## config.mk

```make
export PLATFORM = sky130hd
export DESIGN_NAME = ip_send
export DESIGN_NICKNAME = d
export VERILOG_FILES = /design/src/rtl/ip_pkg.sv /design/src/rtl/ip_csum16.sv /design/src/rtl/ip_send.sv
export SDC_FILE = /design/constraint.sdc
export NUM_CORES = 1
export LEC_CHECK = 0
export ABC_AREA = 0
export CAP_MARGIN = 0
export CORE_ASPECT_RATIO = 1.1
export CORE_UTILIZATION = 55
export DETAILED_ROUTE_END_ITERATION = 8
export PLACE_DENSITY = 0.78
export SLEW_MARGIN = 10
export SYNTH_ARGS = -nofsm -noshare
export SYNTH_HDL_FRONTEND = slang
export SYNTH_SLANG_ARGS = --single-unit
```

## constraint.sdc

```tcl
create_clock -name clock -period 9.19 [get_ports clock]
set_input_delay 1.838 -clock clock [delete_from_list [all_inputs] [get_ports clock]]
set_output_delay 1.838 -clock clock [all_outputs]
set_load 0.005 [all_outputs]
```

## src/rtl/ip_pkg.sv

```systemverilog
// Shared IPv4 constants and the transmit FSM state encoding.
// The IP receiver imports the same protocol constants.
package ip_pkg;

    typedef enum logic [5:0] {
        ST_IDLE    = 6'b000001,
        ST_CSUM    = 6'b000010,
        ST_READY   = 6'b000100,
        ST_HEADER  = 6'b001000,
        ST_PAYLOAD = 6'b010000,
        ST_DONE    = 6'b100000
    } ip_state_t;

    localparam logic [7:0] IP_VER_IHL     = 8'h45;
    localparam logic [7:0] PROTO_ICMP     = 8'h01;
    localparam logic [7:0] PROTO_UDP      = 8'h11;
    localparam int         IP_HDR_LEN     = 20;
    localparam int         IP_MAX_PAYLOAD = 1480;

endpackage

```

## src/rtl/ip_csum16.sv

```systemverilog
// 20-bit ones'-complement accumulator producing a folded, inverted 16-bit checksum.
// Shared by the IP header, UDP and ICMP checksum paths.
module ip_csum16 #(
    parameter bit REG_OUT = 1'b1
) (
    input  logic        i_clk,
    input  logic        i_rst_n,
    input  logic        i_clr,
    input  logic        i_add,
    input  logic [15:0] i_word,
    input  logic        i_fold,
    output logic [15:0] o_csum
);

    logic [19:0] r_acc;
    logic [15:0] r_csum;
    logic [16:0] w_sum;
    logic [15:0] w_fold;

    // 20 bits hold up to 16 full words, so a single end-around fold is enough.
    assign w_sum  = {1'b0, r_acc[15:0]} + {13'd0, r_acc[19:16]};
    assign w_fold = ~(w_sum[15:0] + {15'd0, w_sum[16]});
    assign o_csum = REG_OUT ? r_csum : w_fold;

    always_ff @(posedge i_clk) begin
        if (!i_rst_n) begin
            r_acc  <= '0;
            r_csum <= '0;
        end else begin
            if (i_clr)
                r_acc <= '0;
            else if (i_add)
                r_acc <= r_acc + {4'd0, i_word};
            if (i_fold)
                r_csum <= w_fold;
        end
    end

endmodule

```

## src/rtl/ip_send.sv

```systemverilog
// IPv4 transmit: builds and checksums the 20-byte header, then forwards
// payload bytes from the UDP/ICMP sender to the MAC framer.
module ip_send
    import ip_pkg::*;
#(
    parameter logic [7:0] TTL      = 8'd128,
    parameter logic       DF       = 1'b1,
    parameter int         CSUM_REG = 1
) (
    input  logic        clock,
    input  logic        reset_n,
    input  logic        send_req,
    input  logic        is_icmp,
    input  logic [10:0] payload_len,
    input  logic [31:0] local_ip,
    input  logic [31:0] to_ip,
    output logic        busy,
    output logic        hdr_ready,
    input  logic        tx_enable,
    output logic [7:0]  data,
    output logic        active,
    input  logic [7:0]  payload_data,
    output logic        done,
    output logic        aborted
);

    ip_state_t   r_state, w_state_nxt;
    logic        r_is_icmp;
    logic [10:0] r_len;
    logic [31:0] r_src, r_dst;
    logic [10:0] r_byte_no;
    logic [3:0]  r_cnt;
    logic [15:0] r_ip_id;
    logic        r_aborted;

    logic        w_accept, w_abort;
    logic [15:0] w_total_len, w_flags, w_csum_word, w_csum;
    logic [7:0]  w_proto, w_hdr_byte;

    assign w_accept    = send_req && (r_state == ST_IDLE) && (payload_len <= 11'(IP_MAX_PAYLOAD));
    assign w_abort     = ((r_state == ST_HEADER) || (r_state == ST_PAYLOAD)) && !tx_enable;
    assign w_total_len = 16'(IP_HDR_LEN) + {5'd0, r_len};
    assign w_flags     = {1'b0, DF, 14'd0};
    assign w_proto     = r_is_icmp ? PROTO_ICMP : PROTO_UDP;

    ip_csum16 #(.REG_OUT(CSUM_REG != 0)) u_csum (
        .i_clk   (clock),
        .i_rst_n (reset_n),
        .i_clr   (w_accept),
        .i_add   ((r_state == ST_CSUM) && (r_cnt <= 4'd8)),
        .i_word  (w_csum_word),
        .i_fold  ((r_state == ST_CSUM) && (r_cnt == 4'd9)),
        .o_csum  (w_csum)
    );

    always_ff @(posedge clock) begin
        if (!reset_n)
            r_state <= ST_IDLE;
        else
            r_state <= w_state_nxt;
    end

    always_comb begin
        w_state_nxt = r_state;
        busy        = (r_state != ST_IDLE);
        hdr_ready   = (r_state == ST_READY) || (r_state == ST_HEADER) || (r_state == ST_PAYLOAD);
        done        = (r_state == ST_DONE);
        active      = tx_enable && (r_state == ST_PAYLOAD);
        aborted     = r_aborted;
        data        = 8'h00;
        case (r_state)
            ST_IDLE:    if (w_accept) w_state_nxt = ST_CSUM;
            ST_CSUM:    if (r_cnt == 4'd9) w_state_nxt = ST_READY;
            ST_READY: begin
                data = w_hdr_byte;
                if (tx_enable) w_state_nxt = ST_HEADER;
            end
            ST_HEADER: begin
                data = w_hdr_byte;
                if (!tx_enable)
                    w_state_nxt = ST_IDLE;
                else if (r_byte_no == 11'(IP_HDR_LEN))
                    w_state_nxt = (r_len == 11'd0) ? ST_DONE : ST_PAYLOAD;
            end
            ST_PAYLOAD: begin
                data = payload_data;
                if (!tx_enable)
                    w_state_nxt = ST_IDLE;
                else if (r_byte_no == r_len)
                    w_state_nxt = ST_DONE;
            end
            ST_DONE:    w_state_nxt = ST_IDLE;
            default:    w_state_nxt = ST_IDLE;
        endcase
    end

    // Checksum word sequence, one per CSUM cycle.
    always_comb begin
        w_csum_word = 16'h0000;
        case (r_cnt)
            4'd0: w_csum_word = {IP_VER_IHL, 8'h00};
            4'd1: w_csum_word = w_total_len;
            4'd2: w_csum_word = r_ip_id;
            4'd3: w_csum_word = w_flags;
            4'd4: w_csum_word = {TTL, w_proto};
            4'd5: w_csum_word = r_src[31:16];
            4'd6: w_csum_word = r_src[15:0];
            4'd7: w_csum_word = r_dst[31:16];
            4'd8: w_csum_word = r_dst[15:0];
            default: w_csum_word = 16'h0000;
        endcase
    end

    always_comb begin
        w_hdr_byte = 8'h00;
        case (r_byte_no)
            11'd1:  w_hdr_byte = IP_VER_IHL;
            11'd2:  w_hdr_byte = 8'h00;
            11'd3:  w_hdr_byte = w_total_len[15:8];
            11'd4:  w_hdr_byte = w_total_len[7:0];
            11'd5:  w_hdr_byte = r_ip_id[15:8];
            11'd6:  w_hdr_byte = r_ip_id[7:0];
            11'd7:  w_hdr_byte = w_flags[15:8];
            11'd8:  w_hdr_byte = w_flags[7:0];
            11'd9:  w_hdr_byte = TTL;
            11'd10: w_hdr_byte = w_proto;
            11'd11: w_hdr_byte = w_csum[15:8];
            11'd12: w_hdr_byte = w_csum[7:0];
            11'd13: w_hdr_byte = r_src[31:24];
            11'd14: w_hdr_byte = r_src[23:16];
            11'd15: w_hdr_byte = r_src[15:8];
            11'd16: w_hdr_byte = r_src[7:0];
            11'd17: w_hdr_byte = r_dst[31:24];
            11'd18: w_hdr_byte = r_dst[23:16];
            11'd19: w_hdr_byte = r_dst[15:8];
            11'd20: w_hdr_byte = r_dst[7:0];
            default: w_hdr_byte = 8'h00;
        endcase
    end

    always_ff @(posedge clock) begin
        if (!reset_n) begin
            r_cnt     <= '0;
            r_byte_no <= '0;
            r_ip_id   <= '0;
            r_aborted <= 1'b0;
        end else begin
            r_aborted <= w_abort;
            if (w_abort || (r_state == ST_DONE))
                r_ip_id <= r_ip_id + 16'd1;
            if (w_accept)
                r_cnt <= '0;
            else if (r_state == ST_CSUM)
                r_cnt <= r_cnt + 4'd1;
            // byte_no is 1-based; READY already presents byte 1.
            if (w_accept)
                r_byte_no <= 11'd1;
            else if (tx_enable) begin
                case (r_state)
                    ST_READY:   r_byte_no <= 11'd2;
                    ST_HEADER:  r_byte_no <= (r_byte_no == 11'(IP_HDR_LEN)) ? 11'd1 : r_byte_no + 11'd1;
                    ST_PAYLOAD: r_byte_no <= r_byte_no + 11'd1;
                    default:    r_byte_no <= r_byte_no;
                endcase
            end
        end
    end

    always_ff @(posedge clock) begin
        if (w_accept) begin
            r_is_icmp <= is_icmp;
            r_len     <= payload_len;
            r_src     <= local_ip;
            r_dst     <= to_ip;
        end
    end

endmodule
```

==> reports/results.md <==
### GRT
- 0 — initial antenna violation count
- 7588 — number of global-route vias before repair
- 42390 um — wire length of the first global-routing pass
- 77 — pin count of the biggest net entering global routing
- 34.30% — GRT Total Usage
- 0 — Remaining Overflow, GRT

### Logic synthesis
- 42.33% — portion of the post-synthesis area used by sequential elements
- 25.67% — share of Yosys cell area claimed by the top area cell type
- 150 — flip-flop and latch count after synthesis
- 9.281 um^2 — Post-Synthesis Mean Instance Area
- 958 — synthesized netlist cell count
- 73 — number of distinct library cell variants in the gate-level netlist after synthesis
- 0% — fraction of registers with async set/reset
- edfxtp_1 — dominant synthesized flop cell
- 0 — Ys Warns
- 0.008891 mm^2 — synthesized area
- nand2_1 — count leader, synth
- edfxtp_1 — top cell type by total area after synthesis
- edfxtp_1, dfxtp_1, ha_1 — largest cells by area after synthesis
- nand2_1, edfxtp_1, nor2_1, dfxtp_1, o21ai_0 — Commonest cells post-synth
- 1081 — net count after synthesis
- 76 — number of enable flip-flop cells after synthesis

### Clocking
- 0 — post-CTS sizing
- 2 — Clock Path Buffers
- 150 — clock sinks
- clkbuf_16 — cell at the root of the clock tree
- 4 — H-tree depth
- 17 — number of CTS-inserted buffers
- 70 ps — CTS clk-pin slew, worst paths
- 0 — number of buffers added to fix hold violations after cts
- 430 ps — later-pin clock latency in the skew report
- built — clock tree from TritonCTS
- 0 — buffer count from post-CTS setup fixing

### Min path
- u_csum.r_acc[0]$_SDFFE_PP0P_ — hold path startpoint
- u_csum.r_acc[0]$_SDFFE_PP0P_ — Endpoint, Worst Hold
- reg -> reg — kind of path behind the tightest hold check
- 2 — count of cells along the worst hold path

### Place
- 1.003 — gp weighted congestion
- 100 — count of input and output buffers
- 3785 ps — dpl ws
- 20430 um — DP HPWL
- 0.009952 mm^2 — placed instance area

### Floorplan
- 0.01574 mm^2 — Core ar.
- 56.50% — initial cell density of the core
- 48 — number of cell rows
- 101 — Boundary Pins
- 135.4 um — Die Span Y
- 0.01668 mm^2 — Die Outline Area
- 123.2 um — x dimension of the die

### Cells and area
- 0 — diodes inserted
- 1270 — total of fill cells in the finished design
- 18.48% — synth-to-layout area growth
- 5.288% — fraction of final layout cells sized beyond drive strength 1
- 0.01053 mm^2 — post-route design area
- 1150 — layout net count
- 66.95% — final core utilization

### Setup path
- 13 — number of cell instances on the worst register-to-register path
- 7350 ps — Crit path required time
- r_cnt[0]$_SDFFE_PP0P_ — startpoint of the lowest-slack register-to-register path
- ha_1 -> inv_1 -> nor4_4 -> o221ai_1 -> a41oi_1 -> a21o_1 -> clkdlybuf4s50_1 — list of cells traversed by the critical path
- ha_1 — slowest CP cell
- 5060 ps — R2R Setup Slk
- reg -> out — kind of critical path
- u_csum.r_acc[19]$_SDFFE_PP0P_ — destination of the worst register-to-register timing path
- output pin — sort of element at the end of the critical path
- 4110 ps — Data arrival, critical path
- register — critical path launch point type
- 690 ps — largest stage delay on the critical path
- 17 — critical-path maximum fanout

### Drt
- 7 — router iterations before antenna repair
- 0 — residual antenna-violating net count after detailed routing
- 0 — post-route DRC violation count
- 27950 um — total wirelength of the detailed-routed design
- 1127 — Starting DRT DRC Count
- 6.623 — via density per instance
- 8213 — vias post-DR
- 22.54 um — average wire per cell in the routed design

### Power and ir drop
- 1.883 mW — Tot Pwr
- 0.0001286 V — maximum resistive drop on vdd
- 178.8 mW/mm^2 — power per standard cell area
- 3.878 nW — leakage power of the design

### Timing
- false — unrepaired setup endpoints after global routing
- 0 — final setup violating endpoints
- 64.76% — period utilization
- 9.961 ps — skew final
- 0 — Hold Vio Cnt, Final
- 26.68% — worst slew slack as a fraction of its limit
- 0 ps — summed negative setup slack over all endpoints
- 5951 ps — time the worst path needs with I/O delays and setup
- 168.0 MHz — Max Clk Rate
- 1091 ps — Worst Tran Pin Value
- 0 — Pins Over Slew Limit
- 3239 ps — Setup WS post-layout

### Outcome
- complete, no violations — outcome

### Flow run
- 0 — number of max-capacitance violations reported

registers in the layout (all words and copies together), names as in the netlist:
signal,cells
aborted,1
r_dst,32
r_byte_no,11
u_csum.o_csum,16
r_src,32
r_cnt,4
r_is_icmp,1
r_state,6
r_ip_id,16
r_len,11
u_csum.r_acc,20
how the worst max path moves through the flow:
stage	startpoint	end	slack [ps]	depth (start not counted)
6_report	r_byte_no[0]$_SDFFE_PN0P_	data[7]	3240	7
5_1_grt	r_byte_no[1]$_SDFFE_PP0P_	data[7]	3160	8
4_1_cts	r_byte_no[0]$_SDFFE_PN0P_	data[7]	3340	7
3_5_place_dp	r_byte_no[0]$_SDFFE_PN0P_	data[7]	3780	7
3_3_place_gp	r_byte_no[0]$_SDFFE_PN0P_	data[7]	3900	7
2_1_floorplan	payload_len[0]	r_dst[0]$_DFFE_PP_	4610	5
worst max-delay path: cells and delay by family (launching register included):
family | cells | cell delay [ps]
flops | 1 | 450
fa+ha+maj | 1 | 690
simple gates | 1 | 680
buf+inv | 2 | 690
compound gates | 3 | 1160
layer usage:
layer	wire [um]	share of wire, %	vias up	global-route usage [%]
li1	-	-	3768	-
met1	11050	40	3857	43.94
met2	12880	46	479	53.85
met3	2699	9.7	109	7.828
met4	1321	4.7	0	17.74
met5	0	0	-	0
metrics by stage:
step	cells	hold WS, ps
2_1_floorplan	958	436.2
3_3_place_gp	1208	460.7
3_5_place_dp	1208	483.9
4_1_cts	1240	502.1
5_1_grt	1240	522.4
6_report	1240	497.3
cell families after synthesis:
logic type | synth area share, %
simple gates | 18.96
compound gates | 21.49
flops | 42.33
buf+inv | 3.532
xor+xnor | 7.473
fa+ha+maj | 5.207
mux | 1.013
layout by cell type, fill, tap and decap left out, types with 32 or more instances in the layout:
cell type,netlist,final
clkdlybuf4s50_1,0,100
nand2_1,95,95
edfxtp_1,76,76
nor2_1,75,75
dfxtp_1,74,74
o21ai_0,51,51
a21oi_1,48,48
xor2_1,42,42
nand3_1,38,38
ha_1,33,33
a22oi_1,32,32
xnor2_1,32,32
area by class of cell:
| type | instances | area [um^2] | share of cell area, % |
|---|---|---|---|
| Clock buffer | 17 | 425.4 | 4.038 |
| Inverter | 23 | 86.33 | 0.8196 |
| Multi-Input combinational cell | 730 | 4813 | 45.69 |
| Sequential cell | 150 | 3764 | 35.73 |
| Clock inverter | 15 | 156.4 | 1.485 |
| Timing Repair Buffer | 105 | 1039 | 9.859 |
| Tap cell | 200 | 250.2 | 2.376 |
power breakdown:
part	leakage (nW)	switching (mW)	internal (mW)	total (mW)
sequential	1.31	0.0747	0.803	0.878
clock	0.283	0.313	0.385	0.698
combinational	2.29	0.190	0.117	0.307
(Power assumes the default switching activity.)
